`config.mk`:
```
export PLATFORM = sky130hd
export DESIGN_NAME = dcache_miss_ctrl
export DESIGN_NICKNAME = d
export VERILOG_FILES = /design/src/rtl/dcache_miss_ctrl.sv
export SDC_FILE = /design/constraint.sdc
export NUM_CORES = 1
export LEC_CHECK = 0
export BUFFER_PORTS_ARGS = -buffer_cell sky130_fd_sc_hd__buf_2
export CORE_AREA = 3 3 251 253
export DETAILED_ROUTE_END_ITERATION = 10
export DIE_AREA = 0 0 254 256
export PLACE_DENSITY = 0.56
export SLEW_MARGIN = 20
export SYNTH_ARGS = -nofsm -noshare
export SYNTH_HDL_FRONTEND = slang
export SYNTH_SLANG_ARGS = --single-unit
```
`constraint.sdc`:
```
create_clock -name clock -period 4.3 [get_ports clock]
set_clock_uncertainty 0.1 [all_clocks]
set_input_delay 0.43 -clock clock [delete_from_list [all_inputs] [get_ports clock]]
set_output_delay 0.43 -clock clock [all_outputs]
set_load 0.02 [all_outputs]
```
`src/rtl/dcache_miss_ctrl.sv`:
```
// Data-cache miss sequencer: victim select, dirty writeback, line fill, install, LRU update.
// Also arbitrates the single LRU update port between installs and lookup hit touches.
module dcache_miss_ctrl #(
  parameter int NUM_SET  = 4,
  parameter int NUM_WAYS = 4,
  parameter int SET_W    = 2,
  parameter int WAY_W    = 2,
  parameter int TAG_W    = 26,
  parameter int LINE_W   = 128
) (
  input  logic                   clock,
  input  logic                   reset,
  input  logic                   miss_req,
  input  logic [SET_W-1:0]       miss_set,
  input  logic [TAG_W-1:0]       miss_tag,
  output logic                   miss_ready,
  output logic                   miss_done,
  output logic [WAY_W-1:0]       miss_done_way,
  input  logic                   hit_valid,
  input  logic [SET_W-1:0]       hit_set,
  input  logic [WAY_W-1:0]       hit_way,
  output logic                   lru_victim_req,
  output logic [SET_W-1:0]       lru_victim_set,
  input  logic [WAY_W-1:0]       lru_victim_way,
  input  logic                   victim_valid,
  input  logic                   victim_dirty,
  input  logic [TAG_W-1:0]       victim_tag,
  input  logic [LINE_W-1:0]      victim_line,
  output logic                   lru_update_req,
  output logic [SET_W-1:0]       lru_update_set,
  output logic [WAY_W-1:0]       lru_update_way,
  output logic                   mem_req_valid,
  input  logic                   mem_req_ready,
  output logic                   mem_req_is_wr,
  output logic [TAG_W+SET_W-1:0] mem_req_addr,
  output logic [LINE_W-1:0]      mem_req_data,
  input  logic                   mem_rsp_valid,
  input  logic [LINE_W-1:0]      mem_rsp_data,
  output logic                   fill_we,
  output logic [SET_W-1:0]       fill_set,
  output logic [WAY_W-1:0]       fill_way,
  output logic [TAG_W-1:0]       fill_tag,
  output logic [LINE_W-1:0]      fill_data
);

  if (NUM_SET != (1 << SET_W) || NUM_WAYS != (1 << WAY_W)) begin : g_param_check
    $error("dcache_miss_ctrl: NUM_SET/NUM_WAYS inconsistent with SET_W/WAY_W");
  end

  typedef enum logic [2:0] {
    IDLE, VICTIM, WB_REQ, FILL_REQ, FILL_WAIT, INSTALL, DONE
  } state_t;

  state_t             state;
  logic [SET_W-1:0]   set_q;
  logic [TAG_W-1:0]   tag_q;
  logic [WAY_W-1:0]   way_q;

  logic               pend_valid;
  logic [SET_W-1:0]   pend_set;
  logic [WAY_W-1:0]   pend_way;
  logic               pend_load;

  // Outputs are registered on the transition into each state, so every
  // strobe is high for exactly the cycles the FSM spends in that state.
  always_ff @(posedge clock) begin
    if (reset) begin
      state          <= IDLE;
      set_q          <= '0;
      tag_q          <= '0;
      way_q          <= '0;
      miss_ready     <= 1'b1;
      miss_done      <= 1'b0;
      miss_done_way  <= '0;
      lru_victim_req <= 1'b0;
      lru_victim_set <= '0;
      mem_req_valid  <= 1'b0;
      mem_req_is_wr  <= 1'b0;
      mem_req_addr   <= '0;
      mem_req_data   <= '0;
      fill_we        <= 1'b0;
      fill_set       <= '0;
      fill_way       <= '0;
      fill_tag       <= '0;
      fill_data      <= '0;
    end else begin
      case (state)
        IDLE: begin
          if (miss_req) begin
            set_q          <= miss_set;
            tag_q          <= miss_tag;
            miss_ready     <= 1'b0;
            lru_victim_req <= 1'b1;
            lru_victim_set <= miss_set;
            state          <= VICTIM;
          end
        end
        VICTIM: begin
          lru_victim_req <= 1'b0;
          way_q          <= lru_victim_way;
          mem_req_valid  <= 1'b1;
          if (victim_valid && victim_dirty) begin
            mem_req_is_wr <= 1'b1;
            mem_req_addr  <= {victim_tag, set_q};
            mem_req_data  <= victim_line;
            state         <= WB_REQ;
          end else begin
            mem_req_is_wr <= 1'b0;
            mem_req_addr  <= {tag_q, set_q};
            mem_req_data  <= '0;
            state         <= FILL_REQ;
          end
        end
        WB_REQ: begin
          // mem_req_valid stays high straight into the fill read
          if (mem_req_ready) begin
            mem_req_is_wr <= 1'b0;
            mem_req_addr  <= {tag_q, set_q};
            mem_req_data  <= '0;
            state         <= FILL_REQ;
          end
        end
        FILL_REQ: begin
          if (mem_req_ready) begin
            mem_req_valid <= 1'b0;
            state         <= FILL_WAIT;
          end
        end
        FILL_WAIT: begin
          if (mem_rsp_valid) begin
            fill_we   <= 1'b1;
            fill_set  <= set_q;
            fill_way  <= way_q;
            fill_tag  <= tag_q;
            fill_data <= mem_rsp_data;
            state     <= INSTALL;
          end
        end
        INSTALL: begin
          fill_we       <= 1'b0;
          miss_done     <= 1'b1;
          miss_done_way <= way_q;
          state         <= DONE;
        end
        DONE: begin
          miss_done  <= 1'b0;
          miss_ready <= 1'b1;
          state      <= IDLE;
        end
        default: state <= IDLE;
      endcase
    end
  end

  // LRU port: install beats a parked touch, which beats a live hit.
  always_comb begin
    lru_update_req = 1'b0;
    lru_update_set = '0;
    lru_update_way = '0;
    if (fill_we) begin
      lru_update_req = 1'b1;
      lru_update_set = fill_set;
      lru_update_way = fill_way;
    end else if (pend_valid) begin
      lru_update_req = 1'b1;
      lru_update_set = pend_set;
      lru_update_way = pend_way;
    end else if (hit_valid) begin
      lru_update_req = 1'b1;
      lru_update_set = hit_set;
      lru_update_way = hit_way;
    end
    pend_load = hit_valid && (fill_we || pend_valid);
  end

  // A parked touch frees its slot in the cycle it issues, so it may reload then.
  always_ff @(posedge clock) begin
    if (reset) begin
      pend_valid <= 1'b0;
      pend_set   <= '0;
      pend_way   <= '0;
    end else if (pend_load) begin
      pend_valid <= 1'b1;
      pend_set   <= hit_set;
      pend_way   <= hit_way;
    end else if (!fill_we) begin
      pend_valid <= 1'b0;
    end
  end

endmodule

```
=== Word-level counts from Yosys, hierarchy flattened ===
Cells that the tools add are included.

* Register bits after elaboration: 360
* Output and inout bits: 329
* Word-level logic and storage cells: 83

* Equal/unequal tests: 11
* Mux-type cells: 34
* Reductions and logical operators: 18

{| class="wikitable"
|+ Operators by type and width
! cell !! count
|-
| 128-bit two-way mux || 2
|-
| 128-bit case mux with 2 select lines || 1
|-
| 28-bit two-way mux || 2
|-
| 28-bit case mux with 2 select lines || 1
|-
| 3-bit case mux with 6 select lines || 1
|-
| 2-bit AND reduction || 7
|-
| 2-bit two-way mux || 6
|-
| 3-bit two-way mux || 4
|-
| 1-bit case mux with 2 select lines || 6
|-
| 2-bit nonzero test || 6
|-
| 1-bit two-way mux || 11
|-
| 3-bit == test, second input constant || 3
|-
| 2-bit inequality test, second input constant || 4
|-
| 3-bit by 2-bit == test with 1-bit output, second input constant || 2
|-
| 4-bit AND reduction || 1
|-
| 3-bit by 1-bit == test with 1-bit output, second input constant || 1
|-
| 3-bit zero test || 1
|-
| 1-bit logical AND || 2
|-
| 2-bit by 1-bit inequality test with 1-bit output, second input constant || 1
|-
| 1-bit logical OR || 1
|}

=== Longest topological paths before layout ===
* Depth after elaboration: 3
* Mapped depth: 9
* Depth with buffers taken out: 4

=== Worst setup path after synthesis ===
OpenSTA, ideal clock, no wires.

* Path kind: reg-to-reg
* Start point: register state[1]
* End point: register mem_req_addr[10]
* Data arrival time: 1.522 ns
* Required time: 4.114 ns
* Setup slack: 2.592 ns
* Cell stages (with the launch flop): 8
* Buffers on the path: 3
* Path through: dfxtp_1 -> buf_4 -> and2b_2 -> or2_1 -> buf_4 -> buf_4 -> mux2i_1 -> a211oi_1

* Cells in the longest elaborated chain, start to end: 3
* Elaborated cells between the ends (all ways): 6
* Classes of those cells: eq/ne: 3; mux: 1; reduce/logical: 2

{| class="wikitable"
|+ Ends and longest elaborated chain
! item !! line !! source
|-
| start, declared || 54 || <nowiki>state_t state;</nowiki>
|-
| start signal, assigned || 68 || <nowiki>state <= IDLE;</nowiki>
|-
| start signal, assigned || 95 || <nowiki>state <= VICTIM;</nowiki>
|-
| start signal, assigned || 106 || <nowiki>state <= WB_REQ;</nowiki>
|-
| 3-bit by 2-bit == test with 1-bit output / 3-bit by 1-bit == test with 1-bit output (equally long branches) || 87 || <nowiki>case (state)</nowiki>
|-
| 2-bit inequality test (no line) / 2-bit nonzero test (equally long branches) || n/a ||
|-
| 2-bit AND reduction (no line) || n/a ||
|-
| end signal, assigned || 104 || <nowiki>mem_req_addr <= {victim_tag, set_q};</nowiki>
|-
| end signal, assigned || 109 || <nowiki>mem_req_addr <= {tag_q, set_q};</nowiki>
|-
| end signal, assigned || 118 || <nowiki>mem_req_addr <= {tag_q, set_q};</nowiki>
|-
| end, declared || 35 || <nowiki>output logic [TAG_W+SET_W-1:0] mem_req_addr,</nowiki>
|}

Parallel ways exist; a longest one is shown, timed or not.
A chain may end at the register's enable or synchronous reset.

=== Worst setup path in the final report ===
* Start point: register state[2]
* End point: register fill_data[77]

* Cells in the longest elaborated chain, start to end: 2

{| class="wikitable"
|+ Ends and longest elaborated chain
! item !! line !! source
|-
| 3-bit == test || 87 ||
|-
| 2-bit AND reduction (no line) || n/a ||
|-
| end signal, assigned || 135 || <nowiki>fill_data <= mem_rsp_data;</nowiki>
|-
| end, declared || 43 || <nowiki>output logic [LINE_W-1:0] fill_data</nowiki>
|}

Every way passes these cells.

==> out/metrics.yaml <==
final_area_mm2: 0.0203
netlist_area_mm2: 0.0136
routed_wl_mm: 49.3
drc: 0
syn_area_per_cell_um2: 9.27
crit_required_ps: 4650
antenna_found_initial: 9
criticalPathCategory: "register to register"
drt-vias-per-instance: 4.32
drt_iter0_drc: 746
hold_viol: 0
slew_headroom_pct: 31.0
detailed_place_hpwl_mm: 35.8
setup_viol: 0
clock-sinks: 360
place_ws_ps: 1520
track_usage_pct: 14.4
coreArea_mm2: 0.0613
leakage_nw: 8.73
gp_congestion: 0.835
grt_pass1_vias: 13300
outcome: "completed"
die_area_mm2: 0.0650
reg2reg_slack_ps: 1550
fin_crit_ps: 2750
cts_max_path_buffers: 3
critPathLaunchType: "register"
worstHoldStart: "mem_rsp_data[60]"
numCtsBuffers: 40
max_freq_ghz: 0.364
drt_pass1_iterations: 5
yosysUniqueCellTypes: 36
cp_max_fo: 54
final_common_cell: "buf_2"
grt_max_degree: 125
ctsHtreeMaxLevel: 2
grt_pass1_wl_mm: 74.9
synth_seq_cells: 360
clock_latency_ps: 540
nets: 2554
holdCritPathClass: "input pin to register"
fillers: 6324
yosysWarnings: 0
regArea_mm2: 0.00721
peakVddDrop_uv: 211
tightest_slew_ps: 1030
antenna_left: 0
place_area_mm2: 0.0174
hold_end: "fill_data[60]"
cp-end-kind: "register"
syn_inst: 1466
timing.rr.start: "state[2]"
ys.flop_type: "dfxtp_1"
mostFrequentLayoutCells: "buf_2, nand2_1, dfxtp_1"
rsz0062_at_grt: "false"
ioPinCount: 653
syn2layout_area_growth_pct: 49.4
overflow: 0
fin_setup_tns_ps: 0
io_buffers: 652
cts_tree: "done"
arrival_ps: 3100
die_w_um: 254
num_vias: 13200
die_h_um: 256
syn-num-nets: 1790
async_flop_share_pct: 0
min_path_cells: 3
rr_worst_depth: 5
clockRootBuffer: "clkbuf_16"
timing.final.crit_share_pct: 63.9
clk_pin_slew_ps: 60
drive_gt1_share_pct: 42.3
cts_resized: 0
drv_cap: 0
multi_input_area_mm2: 0.00561
r2r_end: "fill_data[77]"
fin_ws_ps: 1550
wl_per_cell_um: 16.2
powerDensity_mw_per_mm2: 394
synth_edf_count: 0
slew_violations: 0
start_util_pct: 22.2
synth-seq-area-share_pct: 53.0
rows: 91
==> per-layer routing <==
layer | GRT usage, % | up-vias | wire [um]
met2 | 25.5 | 508 | 24300
met4 | 4.70 | 4 | 1310
met1 | 16.1 | 6113 | 19400
met3 | 5.01 | 89 | 4260
li1 | - | 6458 | -
met5 | 0 | - | 27
==> cell usage after synthesis, types with 2 or more instances <==
cell | number | area share, %
a211oi_1 | 27 | 1.5
a21oi_1 | 202 | 7.4
a22oi_1 | 28 | 1.5
a22oi_2 | 100 | 9.2
a31oi_1 | 2 | 0.092
and2b_2 | 2 | 0.13
buf_12 | 11 | 1.6
buf_2 | 30 | 1.1
buf_4 | 25 | 1.4
clkbuf_1 | 55 | 1.5
dfxtp_1 | 360 | 53
inv_1 | 2 | 0.055
mux2i_1 | 33 | 2.4
nand2_1 | 391 | 11
nand2b_1 | 2 | 0.092
nand3_1 | 2 | 0.074
nor2_1 | 68 | 1.9
nor2_2 | 100 | 4.6
nor2b_1 | 2 | 0.092
o21ai_0 | 7 | 0.26
or3_1 | 2 | 0.092
==> where the power goes <==
part	total [mW]	internal, mW	switching, mW
clock network	3.30	1.94	1.36
logic	1.16	0.489	0.667
registers	3.55	3.46	0.0878
==> worst max-delay path, stage by stage, from the launching register on <==
cell and delay (ps):
dfxtp_1 530, nor2b_1 620, and3b_4 810, buf_12 330
nand2_1 90, a21oi_1 150
==> cells by family (layout without fill, tap and decap cells) <==
| family | count (synthesis) | count (layout) | synth area share, % |
|---|---|---|---|
| and+or+nand+nor | 575 | 575 | 18.2 |
| AOI/OAI and AO/OA | 373 | 373 | 20.5 |
| DFF | 360 | 360 | 53.0 |
| buffers and inverters | 125 | 914 | 5.79 |
| muxes | 33 | 33 | 2.43 |
| other | 0 | 6 | 0 |
==> how the worst max path moves through the flow <==
| stage | start | endpoint | slack, ps |
|---|---|---|---|
| floorplan | state[1] | mem_req_addr[10] | 2590 |
| global placement | state[0] | mem_req_data[109] | 1620 |
| detailed placement | state[0] | mem_req_data[105] | 1520 |
| CTS | state[0] | mem_req_data[105] | 1510 |
| global route | state[2] | fill_data[36] | 1280 |
| finish | state[2] | fill_data[77] | 1550 |
==> area by class of cell <==
class / instances / share of cell area (%)
Antenna cell: 6 / 0.0740
Timing Repair Buffer: 845 / 25.7
Sequential cell: 360 / 35.5
Clock buffer: 57 / 5.75
Inverter: 2 / 0.0370
Tap cell: 790 / 4.87
Multi-Input combinational cell: 981 / 27.7
Clock inverter: 10 / 0.395
==> timing repair <==
item / in CTS / in global routing
hold buffers: 160 / 0
buffers inserted: 0 / 0
endpoints found under the hold margin: 160 / 0
==> flip-flops by register name, summed over array words and instances, names as in the netlist, 3 cells and up <==
name / flops
tag_q: 26
mem_req_data: 128
state: 3
fill_data: 128
fill_tag: 26
mem_req_addr: 28
==> per-stage QoR <==
stage | utilization [%] | power [mW] | hold WS, ps | std cells
2_1_floorplan | - | 4.25 | 344 | 1466
3_3_place_gp | 28.4 | 4.64 | 340 | 2817
3_5_place_dp | 28.4 | 4.65 | 344 | 2817
4_1_cts | 33.1 | 8.13 | 0.343 | 3044
5_1_grt | 33.1 | 8.36 | 14.2 | 3049
6_report | 33.1 | 8.00 | 43.5 | 3051
Note: power is estimated with default switching activity, not from simulation.
